===== src/rtl/id_stage.sv =====
// Decode stage of a 5-stage MIPS-I pipeline: field decode, load-use/branch
// hazard detection, branch/jump resolution with one delay slot, and the ID/EX register.
module id_stage (
  input  logic        i_clk,
  input  logic        i_reset,
  input  logic        i_freeze,
  input  logic [31:0] i_instr_id,
  input  logic [31:0] i_cia_id,
  output logic [4:0]  o_rega_addr,
  output logic [4:0]  o_regb_addr,
  input  logic [31:0] i_rega_data,
  input  logic [31:0] i_regb_data,
  input  logic [4:0]  i_ex_dest,
  input  logic [4:0]  i_mem_dest,
  input  logic        i_ex_regwrite,
  input  logic        i_ex_memread,
  input  logic        i_mem_memread,
  output logic        o_taken_branch1,
  output logic [31:0] o_next_instruction_address,
  output logic        o_no_new_fetch,
  output logic        o_fetch_null2,
  output logic [31:0] o_instr_ex,
  output logic [31:0] o_cia_ex,
  output logic [31:0] o_opa_ex,
  output logic [31:0] o_opb_ex,
  output logic [31:0] o_imm_ex,
  output logic [4:0]  o_dest_ex,
  output logic        o_regwrite_ex,
  output logic        o_memread_ex,
  output logic        o_memwrite_ex,
  output logic [15:0] o_stall_count,
  output logic [1:0]  o_state
);

  typedef enum logic [1:0] {RUN = 2'd0, STALL = 2'd1, REDIRECT = 2'd2} state_t;

  localparam logic [5:0] OP_RTYPE = 6'h00, OP_J = 6'h02, OP_JAL = 6'h03, OP_BEQ = 6'h04,
                         OP_BNE = 6'h05, OP_ADDI = 6'h08, OP_ADDIU = 6'h09, OP_SLTI = 6'h0A,
                         OP_ANDI = 6'h0C, OP_ORI = 6'h0D, OP_LUI = 6'h0F, OP_LW = 6'h23,
                         OP_SW = 6'h2B;
  localparam logic [5:0] FN_JR = 6'h08;

  state_t r_state, w_next_state;
  logic [15:0] r_stall_count;

  logic [5:0]  w_op;
  logic [4:0]  w_rs, w_rt, w_rd;
  logic [31:0] w_pc4, w_imm;
  logic        w_is_jr, w_is_beq, w_is_bne, w_is_j, w_is_jal, w_is_ctrl;
  logic        w_use_rs, w_use_rt, w_regwrite, w_memread, w_memwrite;
  logic [4:0]  w_dest;
  logic        w_ex_match, w_mem_match, w_load_use, w_branch_haz, w_hazard;
  logic        w_cond, w_taken, w_bubble;

  assign w_op  = i_instr_id[31:26];
  assign w_rs  = i_instr_id[25:21];
  assign w_rt  = i_instr_id[20:16];
  assign w_rd  = i_instr_id[15:11];
  assign w_pc4 = i_cia_id + 32'd4;

  assign w_is_jr   = (w_op == OP_RTYPE) && (i_instr_id[5:0] == FN_JR);
  assign w_is_beq  = (w_op == OP_BEQ);
  assign w_is_bne  = (w_op == OP_BNE);
  assign w_is_j    = (w_op == OP_J);
  assign w_is_jal  = (w_op == OP_JAL);
  assign w_is_ctrl = w_is_jr | w_is_beq | w_is_bne | w_is_j | w_is_jal;

  always_comb begin
    w_use_rs   = 1'b0;
    w_use_rt   = 1'b0;
    w_regwrite = 1'b0;
    w_memread  = 1'b0;
    w_memwrite = 1'b0;
    w_dest     = 5'd0;
    case (w_op)
      OP_RTYPE: begin
        w_use_rs = 1'b1;
        w_use_rt = 1'b1;
        if (!w_is_jr) begin
          w_dest     = w_rd;
          w_regwrite = 1'b1;
        end
      end
      OP_ADDI, OP_ADDIU, OP_SLTI, OP_ANDI, OP_ORI: begin
        w_use_rs   = 1'b1;
        w_dest     = w_rt;
        w_regwrite = 1'b1;
      end
      OP_LUI: begin
        w_dest     = w_rt;
        w_regwrite = 1'b1;
      end
      OP_LW: begin
        w_use_rs   = 1'b1;
        w_dest     = w_rt;
        w_regwrite = 1'b1;
        w_memread  = 1'b1;
      end
      OP_SW: begin
        w_use_rs   = 1'b1;
        w_use_rt   = 1'b1;
        w_memwrite = 1'b1;
      end
      OP_BEQ, OP_BNE: begin
        w_use_rs = 1'b1;
        w_use_rt = 1'b1;
      end
      OP_JAL: begin
        w_dest     = 5'd31;
        w_regwrite = 1'b1;
      end
      default: ;
    endcase
  end

  // A destination of r0 never creates a dependency.
  assign w_ex_match  = (i_ex_dest != 5'd0) &&
                       ((w_use_rs && i_ex_dest == w_rs) || (w_use_rt && i_ex_dest == w_rt));
  assign w_mem_match = (i_mem_dest != 5'd0) &&
                       ((w_use_rs && i_mem_dest == w_rs) || (w_use_rt && i_mem_dest == w_rt));
  assign w_load_use   = i_ex_memread && w_ex_match;
  assign w_branch_haz = (w_is_beq | w_is_bne | w_is_jr) &&
                        ((i_ex_regwrite && w_ex_match) || (i_mem_memread && w_mem_match));
  assign w_hazard     = w_load_use | w_branch_haz;

  assign w_cond  = w_is_j | w_is_jal | w_is_jr |
                   (w_is_beq && (i_rega_data == i_regb_data)) |
                   (w_is_bne && (i_rega_data != i_regb_data));
  assign w_taken = !w_hazard && (r_state != REDIRECT) && w_cond;
  // A control instruction sitting in the delay slot is squashed to a bubble.
  assign w_bubble = w_hazard || ((r_state == REDIRECT) && w_is_ctrl);

  always_comb begin
    o_next_instruction_address = w_pc4;
    if (w_is_beq || w_is_bne)
      o_next_instruction_address = w_pc4 + {{14{i_instr_id[15]}}, i_instr_id[15:0], 2'b00};
    else if (w_is_j || w_is_jal)
      o_next_instruction_address = {w_pc4[31:28], i_instr_id[25:0], 2'b00};
    else if (w_is_jr)
      o_next_instruction_address = i_rega_data;
  end

  assign w_imm = (w_op == OP_ANDI || w_op == OP_ORI) ? {16'd0, i_instr_id[15:0]}
                                                     : {{16{i_instr_id[15]}}, i_instr_id[15:0]};

  always_comb begin
    w_next_state = r_state;
    case (r_state)
      RUN, STALL: begin
        if (w_hazard)     w_next_state = STALL;
        else if (w_taken) w_next_state = REDIRECT;
        else              w_next_state = RUN;
      end
      REDIRECT: w_next_state = RUN;
      default:  w_next_state = RUN;
    endcase
  end

  // o_no_new_fetch is the hold back to IF: while high, IF and IF/ID keep their word.
  assign o_no_new_fetch  = w_hazard;
  assign o_fetch_null2   = (r_state == STALL) && !w_hazard;
  assign o_taken_branch1 = w_taken;
  assign o_rega_addr     = w_rs;
  assign o_regb_addr     = w_rt;
  assign o_stall_count   = r_stall_count;
  assign o_state         = r_state;

  always_ff @(posedge i_clk) begin
    if (!i_reset) begin
      r_state       <= RUN;
      r_stall_count <= 16'd0;
    end else if (!i_freeze) begin
      r_state <= w_next_state;
      if (w_hazard && r_stall_count != 16'hFFFF)
        r_stall_count <= r_stall_count + 16'd1;
    end
  end

  always_ff @(posedge i_clk) begin
    if (!i_reset || (!i_freeze && w_bubble)) begin
      o_instr_ex    <= 32'd0;
      o_cia_ex      <= 32'd0;
      o_opa_ex      <= 32'd0;
      o_opb_ex      <= 32'd0;
      o_imm_ex      <= 32'd0;
      o_dest_ex     <= 5'd0;
      o_regwrite_ex <= 1'b0;
      o_memread_ex  <= 1'b0;
      o_memwrite_ex <= 1'b0;
    end else if (!i_freeze) begin
      o_instr_ex    <= i_instr_id;
      o_cia_ex      <= i_cia_id;
      o_opa_ex      <= w_is_jal ? (i_cia_id + 32'd8) : i_rega_data;
      o_opb_ex      <= i_regb_data;
      o_imm_ex      <= w_imm;
      o_dest_ex     <= w_dest;
      o_regwrite_ex <= w_regwrite && (w_dest != 5'd0);
      o_memread_ex  <= w_memread;
      o_memwrite_ex <= w_memwrite;
    end
  end

endmodule


===== config.mk =====
export PLATFORM = sky130hd
export DESIGN_NAME = id_stage
export DESIGN_NICKNAME = d
export VERILOG_FILES = /design/src/rtl/id_stage.sv
export SDC_FILE = /design/constraint.sdc
export NUM_CORES = 1
export LEC_CHECK = 0
export BUFFER_PORTS_ARGS = -buffer_cell sky130_fd_sc_hd__clkbuf_2
export CORE_AREA = 2 2 145 147
export DETAILED_ROUTE_END_ITERATION = 12
export DIE_AREA = 0 0 147 149
export PLACE_DENSITY = 0.82
export SLEW_MARGIN = 20
export SYNTH_ARGS = -nofsm -noshare
export SYNTH_HDL_FRONTEND = slang
export SYNTH_SLANG_ARGS = --single-unit
export TNS_END_PERCENT = 50

===== constraint.sdc =====
create_clock -name i_clk -period 8.6 [get_ports i_clk]
set_input_delay 0.86 -clock i_clk [delete_from_list [all_inputs] [get_ports i_clk]]
set_output_delay 0.86 -clock i_clk [all_outputs]
set_load 0.1 [all_outputs]

==> impl_metrics.env <==
export IMPL_viasPerCell=5.899
export IMPL_hold_class="flip-flop to flip-flop"
export IMPL_path_cells="clkbuf_2 > ha_1 > nand3_1 > nor3b_1 > and3_1 > inv_1 > nor2_1 > xor2_1 > ha_1 > a21o_1 > a21oi_1 > nor2b_1 > a2111o_1 > o211ai_1 > a21o_1 > o211ai_1 > nor3_1 > clkbuf_2"
export IMPL_stdcell_count=1853
export IMPL_syn_area_per_cell_sq_um=8.055
export IMPL_gp_congestion=1.063
export IMPL_placed_area_sq_mm=0.01201
export IMPL_period_needed_ps=6465
export IMPL_gr_total_overflow=0
export IMPL_dp_cells=1821
export IMPL_fmax_mhz=154.7
export IMPL_cp_arrival_ps=5610
export IMPL_hold_buffers=0
export IMPL_dp_hpwl_um=29710
export IMPL_post_cts_resized=0
export IMPL_synth_nets=1471
export IMPL_first_iter_violations=803
export IMPL_grt_met3_usage_pct=6.789
export IMPL_vias=10930
export IMPL_path_clk_slew_ps=60
export IMPL_cts_buffers=17
export IMPL_cts_sinks=155
export IMPL_std_cell_rows=53
export IMPL_drc=0
export IMPL_max_cap_violations=0
export IMPL_tns_ps=0
export IMPL_ys_seq_elements=155
export IMPL_ys_types=61
export IMPL_setup_viol_count_final=0
export IMPL_report_power_total_mw=2.411
export IMPL_coreArea_sq_mm=0.02056
export IMPL_critical_path_class="input port to output pin"
export IMPL_finalWirelength_um=38460
export IMPL_cts_root_buffer_cell="clkbuf_16"
export IMPL_postSynthCellCount=1294
export IMPL_cts_tree="built"
export IMPL_htreeDepth=4
export IMPL_design_area_sq_mm=0.01259
export IMPL_whs_ps=487.6
export IMPL_grt_pass1_wl_um=57370
export IMPL_firstDrtPassIters=9
export IMPL_routedWlPerCell_um=20.75
export IMPL_start_util_pct=50.71
export IMPL_status="finished, final reports clean"
export IMPL_cellLeakagePower_nw=5.860
export IMPL_start_kind="input port"
export IMPL_relSlewSlack_pct=31.81
export IMPL_fp_dieH_um=149
export IMPL_grt_antenna_before_repair=0
export IMPL_synth_warning_count=0
export IMPL_final_common_cell="clkbuf_2"
export IMPL_met1_usage_pct=42.24
export IMPL_cp_max_fo=13
export IMPL_max_stage_delay_ps=720
export IMPL_ios=375
export IMPL_ys_flop_type="dfxtp_1"
export IMPL_syn2layout_area_growth_pct=20.75
export IMPL_diodes=0
export IMPL_grt_busiest_layer="met2"
export IMPL_powerDensity_mw_per_mm2=191.6
export IMPL_io_buffer_count=374
export IMPL_ir_drop_mv=0.1404
export IMPL_final_hold_violation_count=0
export IMPL_fp_dieW_um=147
export IMPL_synth_edff_count=0
export IMPL_endpoint_kind="output pin"
export IMPL_grtUsageMet2_pct=56.81
export IMPL_die_area_sq_mm=0.02190
export IMPL_grt_max_degree=109
export IMPL_post_route_period_util_pct=75.18
export IMPL_insertion_delay_ps=450
export IMPL_cp_top_family="simple AND/OR/NAND/NOR gates"
export IMPL_clockBufferDepth=2
export IMPL_cts_setup_buffers=0
export IMPL_ant_nets=0
export IMPL_layout_drive_gt1_share_pct=26.93
export IMPL_grtUsageTotal_pct=33.78
export IMPL_grt_pass1_vias=9980
export IMPL_synthesis_area_sq_mm=0.01042
export IMPL_crit_buf_inv=3
export IMPL_ys_async_sr_fraction_pct=0
export IMPL_rsz0062_at_grt="no"
export IMPL_synth_seq_area_share_pct=29.77
export IMPL_tightest_slew_ps=1023
export IMPL_fin_worst_skew_ps=12.19
export IMPL_cp_slowest_cell="nor3b_1"
export IMPL_final_cell_mix="clkbuf_2 (373), nor2_1 (208), dfxtp_1 (155)"
export IMPL_required_ps=7740
export IMPL_slew_viol_final=0
export IMPL_fin_nets=1742
==> Yosys cell counts (2+ instances only) <==
| library cell | instances | area share (%) |
|---|---|---|
| a21oi_1 | 92 | 4.4 |
| o211ai_1 | 9 | 0.65 |
| a221oi_1 | 12 | 1.0 |
| and2_1 | 18 | 1.1 |
| inv_1 | 12 | 0.43 |
| o31ai_1 | 3 | 0.22 |
| o21bai_1 | 4 | 0.29 |
| buf_1 | 5 | 0.18 |
| a21boi_0 | 2 | 0.14 |
| and4_1 | 15 | 1.3 |
| or3_1 | 2 | 0.12 |
| nor4_1 | 11 | 0.66 |
| or4_1 | 4 | 0.29 |
| ha_1 | 32 | 3.8 |
| nand4_1 | 28 | 1.7 |
| xnor2_1 | 88 | 7.4 |
| a31oi_1 | 7 | 0.42 |
| clkbuf_1 | 64 | 2.3 |
| nor2b_1 | 6 | 0.36 |
| a211o_1 | 3 | 0.25 |
| mux2i_1 | 101 | 9.7 |
| a2bb2oi_1 | 3 | 0.25 |
| buf_4 | 57 | 4.1 |
| a22oi_1 | 10 | 0.72 |
| nand2_1 | 87 | 3.1 |
| a22o_1 | 15 | 1.3 |
| o31a_1 | 3 | 0.25 |
| o21ai_0 | 28 | 1.3 |
| dfxtp_1 | 155 | 30 |
| a21o_1 | 12 | 0.86 |
| nand2b_1 | 16 | 0.96 |
| or2_2 | 2 | 0.12 |
| nand3_1 | 26 | 1.2 |
| and3_1 | 17 | 1.0 |
| nor3b_1 | 3 | 0.22 |
| buf_2 | 4 | 0.19 |
| o21a_1 | 5 | 0.36 |
| a211oi_1 | 45 | 3.2 |
| nor3_1 | 13 | 0.62 |
| xor2_1 | 47 | 3.9 |
| nor2_1 | 208 | 7.5 |
==> path summary, 6_finish.rpt <==
path | cells after the start | from | slack, ps | end
worst max register to register | 7 | o_stall_count[8]$_SDFFE_PN0P_ | 6080 | o_stall_count[14]$_SDFFE_PN0P_
worst min-delay path | 2 | o_dest_ex[1]$_SDFFE_PP0N_ | 490 | o_dest_ex[1]$_SDFFE_PP0N_
worst min register to register | 2 | o_dest_ex[1]$_SDFFE_PP0N_ | 490 | o_dest_ex[1]$_SDFFE_PP0N_
worst max-delay path | 18 | i_cia_id[2] | 2130 | o_next_instruction_address[27]
==> worst register-to-register path: stages, from the launching register on <==
cell	delay (ps)
dfxtp_1	350
and4_1	230
and3_1	220
and4_1	220
a31oi_1	700
and3_1	320
and4_1	230
mux2i_1	180
==> registers in the layout (all words and copies together), names as in the netlist <==
register	cells
o_imm_ex	1
o_memread_ex	1
o_memwrite_ex	1
o_instr_ex	32
o_dest_ex	5
o_regwrite_ex	1
o_state	2
o_opb_ex	32
o_stall_count	16
o_cia_ex	32
o_opa_ex	32
==> layout make-up <==
type                       instances  area [sq um]
clock buffer                      18         429.2
clock inverter                    14         147.6
fill                            1837          7970
inverter                          12         45.04
multi-input combinational        996          6570
sequential                       155          3103
tap                              275         344.1
timing repair buffer             383          1948
==> report_power, final <==
part | switching, mW | total [mW] | internal (mW)
registers | 0.0224 | 0.777 | 0.754
logic | 0.699 | 0.886 | 0.187
clock network | 0.361 | 0.749 | 0.388
==> stage by stage <==
| stage | setup slack [ps] | utilization [%] |
|---|---|---|
| 2_1_floorplan | 1440 | - |
| 6_report | 2135 | 61.23 |
| 3_5_place_dp | 2299 | 58.42 |
| 5_1_grt | 1873 | 61.23 |
| 3_3_place_gp | 2399 | 58.42 |
| 4_1_cts | 2271 | 61.23 |
==> routing by layer <==
layer,vias to the layer above,share of wire [%]
li1,5071,-
met1,5151,40
met2,605,47
met3,103,9.3
met4,0,4.3
met5,-,0
==> kinds of logic after synthesis <==
group | after synthesis | share of synthesized area [%]
fa+ha+maj | 33 | 4.033
mux | 101 | 9.699
simple gates | 462 | 20.93
buf+inv | 143 | 7.322
compound gates | 264 | 16.68
flops | 155 | 29.77
xor+xnor | 136 | 11.56
No activity file was read; power rests on OpenSTA's default activity.
